**src/rtl/vid_bus_master_arb.sv**
```systemverilog
// vid_bus_master_arb: shares the graphics master port among NREQ fetch engines,
// running request/ack, address phase, write streaming and read-return collection.
module vid_bus_master_arb #(
    parameter int NREQ    = 2,
    parameter int TIMEOUT = 255
) (
    input  logic                clk,
    input  logic                reset,
    input  logic                enable,
    input  logic [NREQ-1:0]     rq_valid,
    input  logic [NREQ-1:0]     rq_urgent,
    input  logic [3*NREQ-1:0]   rq_cmd,
    input  logic [32*NREQ-1:0]  rq_addr,
    input  logic [2*NREQ-1:0]   rq_len,
    input  logic [4*NREQ-1:0]   rq_tar,
    input  logic [32*NREQ-1:0]  rq_wdata,
    output logic [NREQ-1:0]     rq_grant,
    output logic [NREQ-1:0]     rq_wready,
    output logic [NREQ-1:0]     rq_rvalid,
    output logic [31:0]         rd_data,
    output logic [NREQ-1:0]     rq_done,
    output logic [2:0]          cmdout,
    output logic [31:0]         addrdataout,
    output logic [1:0]          lenout,
    output logic [1:0]          reqout,
    output logic [3:0]          reqtar,
    input  logic                ackin,
    input  logic [2:0]          cmdin,
    input  logic [31:0]         addrdatain,
    input  logic                selin,
    output logic                interrupt
);
    localparam int IW = NREQ > 1 ? $clog2(NREQ) : 1;
    localparam int CW = $clog2(TIMEOUT + 1) > 8 ? $clog2(TIMEOUT + 1) : 8;
    localparam logic [2:0] RD = 3'b001, WR = 3'b010, WD = 3'b100, RB = 3'b011;
    typedef enum logic [2:0] {IDLE, REQ, ADDR, WBEAT, RWAIT} state_t;
    state_t state;
    logic [IW-1:0] ptr, win, pick, j;
    logic [2:0] cmd;
    logic [31:0] addr;
    logic [1:0] len, beat;
    logic [CW-1:0] cnt;
    logic [NREQ-1:0] sel;
    logic found, rbeat, expired;
    assign sel = NREQ'(1) << win;
    assign rbeat = selin && cmdin == RB;
    assign expired = cnt == CW'(TIMEOUT - 1);
    // urgent requesters take lowest index; otherwise first valid after the last grant
    always_comb begin
        pick = '0;
        j = '0;
        found = 1'b0;
        for (int i = NREQ - 1; i >= 0; i--)
            if (rq_valid[i] && rq_urgent[i]) begin
                pick = IW'(i);
                found = 1'b1;
            end
        if (!found)
            for (int i = NREQ; i >= 1; i--) begin
                j = IW'((int'(ptr) + i) % NREQ);
                if (rq_valid[j]) pick = j;
            end
    end
    always_ff @(posedge clk) begin
        if (reset) begin
            state <= IDLE;
            ptr <= IW'(NREQ - 1);
            win <= '0;
            cmd <= '0;
            addr <= '0;
            len <= '0;
            beat <= '0;
            cnt <= '0;
            rq_grant <= '0;
            rq_wready <= '0;
            rq_rvalid <= '0;
            rd_data <= '0;
            rq_done <= '0;
            cmdout <= '0;
            addrdataout <= '0;
            lenout <= '0;
            reqout <= '0;
            reqtar <= '0;
            interrupt <= 1'b0;
        end else begin
            rq_grant <= '0;
            rq_wready <= '0;
            rq_rvalid <= '0;
            rq_done <= '0;
            cmdout <= '0;
            addrdataout <= '0;
            lenout <= '0;
            interrupt <= 1'b0;
            case (state)
                IDLE: if (enable && |rq_valid) begin
                    win <= pick;
                    cmd <= (rq_cmd[3*pick +: 3] == WR) ? WR : RD;
                    addr <= rq_addr[32*pick +: 32];
                    len <= rq_len[2*pick +: 2];
                    reqout <= rq_urgent[pick] ? 2'b11 : 2'b01;
                    reqtar <= rq_tar[4*pick +: 4];
                    cnt <= '0;
                    state <= REQ;
                end
                REQ: if (ackin) begin
                    reqout <= '0;
                    reqtar <= '0;
                    cmdout <= cmd;
                    addrdataout <= addr;
                    lenout <= len;
                    rq_grant <= sel;
                    ptr <= win;
                    state <= ADDR;
                end else if (expired) begin
                    reqout <= '0;
                    reqtar <= '0;
                    interrupt <= 1'b1;
                    rq_done <= sel;
                    state <= IDLE;
                end else begin
                    cnt <= cnt + 1'b1;
                end
                ADDR: begin
                    beat <= '0;
                    cnt <= '0;
                    if (cmd == WR) begin
                        cmdout <= WD;
                        addrdataout <= rq_wdata[32*win +: 32];
                        rq_wready <= sel;
                        rq_done <= (len == 2'd0) ? sel : '0;
                        state <= WBEAT;
                    end else begin
                        state <= RWAIT;
                    end
                end
                WBEAT: if (beat == len) begin
                    state <= IDLE;
                end else begin
                    beat <= beat + 2'd1;
                    cmdout <= WD;
                    addrdataout <= rq_wdata[32*win +: 32];
                    rq_wready <= sel;
                    rq_done <= (beat + 2'd1 == len) ? sel : '0;
                end
                RWAIT: if (rbeat) begin
                    cnt <= '0;
                    rd_data <= addrdatain;
                    rq_rvalid <= sel;
                    if (beat == len) begin
                        rq_done <= sel;
                        state <= IDLE;
                    end else begin
                        beat <= beat + 2'd1;
                    end
                end else if (expired) begin
                    interrupt <= 1'b1;
                    rq_done <= sel;
                    state <= IDLE;
                end else begin
                    cnt <= cnt + 1'b1;
                end
                default: state <= IDLE;
            endcase
        end
    end
endmodule

```
**config.mk**
```make
export PLATFORM = sky130hd
export DESIGN_NAME = vid_bus_master_arb
export DESIGN_NICKNAME = d
export VERILOG_FILES = /design/src/rtl/vid_bus_master_arb.sv
export SDC_FILE = /design/constraint.sdc
export NUM_CORES = 1
export LEC_CHECK = 0
export CORE_ASPECT_RATIO = 1.4
export CORE_MARGIN = 5
export CORE_UTILIZATION = 41
export CTS_CLUSTER_SIZE = 12
export DETAILED_ROUTE_END_ITERATION = 10
export GPL_TIMING_DRIVEN = 0
export HOLD_SLACK_MARGIN = 0.08
export PLACE_DENSITY = 0.81
export SLEW_MARGIN = 10
export SYNTH_ARGS = -nofsm -noshare
export SYNTH_HDL_FRONTEND = slang
export SYNTH_SLANG_ARGS = --single-unit
```
**constraint.sdc**
```tcl
create_clock -name clk -period 2.2 [get_ports clk]
set_clock_uncertainty 0.2 [all_clocks]
set_input_delay 0.44 -clock clk [delete_from_list [all_inputs] [get_ports clk]]
set_output_delay 0.44 -clock clk [all_outputs]
set_load 0.03 [all_outputs]
```
* Word-level counts from Yosys, hierarchy flattened
Cells that the tools add are included.
W data, S select, Z words.
** Operators by class
- Add/subtract/negate cells :: 4
- Multipliers :: 1
- Div/mod/pow operators :: 0
- Magnitude comparators :: 3
- Equal/unequal tests :: 14
- Shifts and indexed selects :: 6
- Muxes and demuxes :: 61
- Bitwise logic cells :: 4
- Reduce and logical (&&, ||, !) cells :: 18
** Operators with widths (number)
- $shiftx A64 B7 Y32 :: 2
- $mux W32 :: 3
- $pmux W32 S3 :: 1
- $mux W2 :: 17
- $mux W8 :: 4
- $pmux W8 S4 :: 1
- $mux W3 :: 9
- $eq A3 B2 Y1 const B :: 5
- $mux W1 :: 15
- $pmux W3 S5 :: 1
- $mux W4 :: 3
- $pmux W3 S3 :: 1
- $add A8 B1 Y8 const B :: 1
- $eq A8 B8 Y1 const B :: 1
- $pmux W2 S2 :: 2
- $pmux W2 S4 :: 1
- $pmux W4 S2 :: 1
- $reduce_and A2 Y1 :: 4
- $shiftx A8 B4 Y4 :: 1
- $lt A1 B2 Y1 const B :: 3
- $ne A2 B2 Y1 const B :: 3
- $pmux W2 S3 :: 1
- $reduce_and A3 Y1 :: 2
- $reduce_or A3 Y1 :: 2
- 19 further kinds :: 27
** Storage, ports and cells
- Bits in registers :: 136
- Latch bits :: 0
- RAM bits :: 0
- Bits in read-only memories :: 0
- Input port bits :: 190
- Output and inout port bits :: 84
- Word-level logic and storage cells :: 130
- Memories :: 0

* Logic depth before layout (Yosys ltp)
- Depth in word-level cells :: 11
- Mapped depth :: 7
- Depth with buffers taken out :: 6

* Worst setup path after synthesis
No wires, ideal clock.
- Kind :: input port to flip-flop
- Start :: in cmdin[2]
- End :: reg cnt[4]
- Library setup time :: 0.117 ns
- Arrival :: 1.618 ns
- Required time :: 1.883 ns
- Slack :: 0.266 ns
- Cell stages on the path :: 5
- Path buffers :: 0
- Cell sequence :: nand4b_1 a31oi_2 nor2_1 a21o_1 a22o_1
** Between the ends
- Word-level cells in the longest chain between the ends :: 4
** RTL lines
- from (decl) :: line 28 : input logic [2:0] cmdin,
- $eq A3 B2 Y1 :: line 46 : assign rbeat = selin && cmdin == RB;
- $logic_and A1 B1 Y1 :: line 46
- $mux W8 :: line 145 : RWAIT: if (rbeat) begin
- $pmux W8 S4 :: line 94 : case (state)
- to (signal assigned) :: line 121 : cnt <= cnt + 1'b1;
- to (signal assigned) :: line 160 : cnt <= cnt + 1'b1;
- to (decl) :: line 42 : logic [CW-1:0] cnt;
No other way between the ends.
A chain may end at the register's enable or synchronous reset.

* Final worst setup path
- Start :: reg cnt[0]
- End :: reg reqtar[1]
** Between the ends
- Word-level cells in the longest chain between the ends :: 3
** RTL lines
- $eq A8 B8 Y1 :: line 47 : assign expired = cnt == CW'(TIMEOUT - 1);
- $ne A3 B3 Y1 (no line)
- $reduce_and A3 Y1 (no line)
- to (signal assigned) :: line 101 : reqtar <= rq_tar[4*pick +: 4];
- to (decl) :: line 26 : output logic [3:0] reqtar,
No other way between the ends.

==> flow_metrics.py <==
metrics = {
    "status": {
        "outcome": "finished, final reports clean",
    },
    "clock_tree": {
        "cts_tree": "built",
        "clock_path_buffers": 2,
        "clk_pin_slew_ps": 60,
        "root_buffer": "clkbuf_16",
        "clock_latency_ps": 410,
        "htree_levels": 4,
        "cts_sinks": 135,
        "numCtsBuffers": 17,
        "holdBufCountCts": 0,
    },
    "worst_setup_path": {
        "cp-end-kind": "register",
        "worst-path-buf-inv": 3,
        "critPathTopFamily": "flip-flops",
        "r2r_slack_ps": 30,
        "cpMaxStageDelayCell": "dfxtp_1",
        "max_stage_delay_ps": 430,
        "rr_startpoint": "cnt[0]",
        "critical_path.startpoint": "cnt[0]",
        "cp-start-kind": "register",
        "reg2regPathDepth": 8,
        "cp_cell_sequence": "inv_1 > ha_1 > and4_1 > clkbuf_1 > o21ai_1 > nor3b_4 > buf_4 > o2bb2ai_1",
        "critical_path_arrival_ps": 2310,
        "cp.required_ps": 2340,
        "rr_endpoint": "reqtar[1]",
        "path_depth": 8,
        "path_max_fanout": 7,
        "critPathKind": "register to register",
        "endpoint": "reqtar[1]",
    },
    "grt": {
        "grt_pass1_wl_mm": 28.2,
        "grt_util_met3": 0.0619,
        "grt_usage": 0.225,
        "grt_pass1_vias": 5654,
        "antenna_found_initial": 1,
        "grt_use_met1": 0.222,
        "grt-busiest-layer": "met2",
        "grt-ovfl-total": 0,
        "use_met2": 0.431,
        "grt_start_max_net_pins": 17,
    },
    "synth": {
        "syn-cell-area_um2": 5650,
        "synth_seq_cells": 135,
        "syn-num-nets": 818,
        "ys_types": 58,
        "netlist_instances": 626,
        "synth_edf_count": 0,
        "synth_area_per_cell_um2": 9.02,
        "ys_seq_area_frac": 0.479,
        "netlist.area_leader.share": 0.479,
        "synth_flop_cell": "dfxtp_1",
        "async_flop_share": 0,
        "synth.area.top_cells": "dfxtp_1 48%, mux2i_1 13%, nand2_1 7.4%, a211oi_1 4.8%, nor2_1 3.7%",
        "yosys.area.top_type": "dfxtp_1",
        "yosys_warnings": 0,
    },
    "sta": {
        "holdWs_ps": 205,
        "hold_violations": 0,
        "final.period_utilization": 0.985,
        "worst_pin_slew_ps": 828,
        "slew_headroom": 0.443,
        "timing.final.crit_period_ps": 2170,
        "grt_setup_unrepaired": "true",
        "finalSetupViolCount": 0,
        "slew_violations": 0,
        "clock.fmax_mhz": 461,
    },
    "finish": {
        "layout_commonest_cell": "clkdlybuf4s50_1",
        "drive_above_1_share": 0.0898,
        "syn2layout_area_growth_pct": 64.3,
        "fill_cells": 1107,
        "final_cell_mix": "271 x clkdlybuf4s50_1, 134 x dfxtp_1, 111 x nand2_1, 72 x mux2i_1, 56 x nor2_1",
        "fin_nets": 1114,
        "fin_cells": 1118,
    },
    "route": {
        "antenna_left": 0,
        "drt_pre_antenna_iters": 7,
        "drc": 0,
        "wl_mm": 18.9,
        "vias": 5566,
        "drt-initial-drc-count": 182,
        "routedWlPerCell_um": 16.9,
        "via_per_inst": 4.98,
    },
    "floorplanning": {
        "ios": 274,
        "start_util": 0.420,
        "core_area_um2": 13500,
        "dieArea_um2": 16200,
        "fp.dieH_um": 149,
        "rows": 50,
        "die_w_um": 109,
    },
    "min_path": {
        "holdPathStages": 3,
        "hold_path_class": "input pin to register",
    },
    "place": {
        "dp.final_hpwl_mm": 14.9,
        "gp_congestion": 0.839,
        "port_buffers": 272,
        "dp_cells": 1080,
    },
    "power_and_ir_drop": {
        "power_density_nw_per_um2": 687,
        "p_leak_nw": 3.47,
        "peakVddDrop_v": 0.000493,
        "totalPowerFinal_mw": 6.37,
    },
    "job": {
        "drv_cap": 0,
    },
}
## worst min-delay path by stage
stage,from,end,slack [ps]
after floorplan,ptr,ptr,230
after global placement,addr[9],addrdataout[9],240
after detailed placement,addr[29],addrdataout[29],240
after CTS,addr[29],addrdataout[29],250
after global routing,rq_valid[1],win,210
final,rq_valid[1],win,200
## kinds of logic (layout without fill, tap and decap cells)
group,Yosys count,after routing,synth area share
multiplexers,74,74,0.132
AO/OA/AOI/OAI,142,142,0.157
flip-flops,135,135,0.479
XOR/XNOR,2,2,0.00310
buffers and inverters,50,358,0.0423
AND/OR/NAND/NOR,221,222,0.182
other,0,1,0
adder cells (fa/ha/maj),2,2,0.00443
## metal layers
metal / vias to the layer above / wire (um)
met4: 0 / 474
met5: - / 0
li1: 2785 / -
met2: 188 / 10500
met3: 29 / 1320
met1: 2564 / 6580
## what timing repair did
item	in CTS	in global routing
endpoints found under the setup margin	20	98
buffers inserted	2	3
cloned	0	1
pin swaps	1	1
resized for setup	6	9
## area by class of cell
class                      count  area [um2]  share of cell area
timing repair buffer         277        2760               0.298
multi-input combinational    442        2740               0.296
sequential                   135        2700               0.291
clock buffer                  18         439              0.0473
tap                          182         228              0.0245
buffer                        43         226              0.0244
clock inverter                14         150              0.0162
inverter                       6        22.5             0.00243
antenna                        1        2.50            0.000270
## where the power goes
part           total (mW)  switching (mW)  internal (mW)
logic               0.951           0.415          0.536
registers            2.60          0.0557           2.54
clock network        2.82            1.11           1.71
total                6.37            1.58           4.79
## per-stage QoR
step / instance area (um2) / utilization / worst slack [ps] / TNS (ps)
detailed placement: 8600 / 0.639 / -472 / -26930
finish: 9280 / 0.690 / 32.2 / 0
global placement: 8600 / 0.639 / -450 / -25100
floorplan: 5650 / - / 266 / 0
CTS: 9230 / 0.686 / 5.13 / 0
global route: 9280 / 0.690 / -47.8 / -400
## worst reg2reg max path: cells and delay by family (launching register included)
family                     cells  cell delay (ps)
AOI/OAI and AO/OA              2              390
DFF                            1              430
adders and majority gates      1              230
and+or+nand+nor                2              420
buffers and inverters          3              420
## cells in the mapped netlist (6+ instances only)
cell      count
dfxtp_1     135
nand2_1     111
mux2i_1      72
nor2_1       56
a21oi_1      40
a211oi_1     36
o21ai_1      35
buf_2        20
clkbuf_1     17
nor3_1       11
o21ai_0       8
nand2b_1      6
## registers in the layout (all words and copies together), names as in the netlist
signal       cells
beat             2
win              1
lenout           2
cmd              2
addrdataout     32
len              2
rq_done          2
interrupt        1
state            3
reqtar           4
cmdout           3
addr            32
rd_data         32
rq_rvalid        2
rq_wready        2
ptr              1
reqout           2
rq_grant         2
cnt              8
No activity file was read; power rests on OpenSTA's default activity.
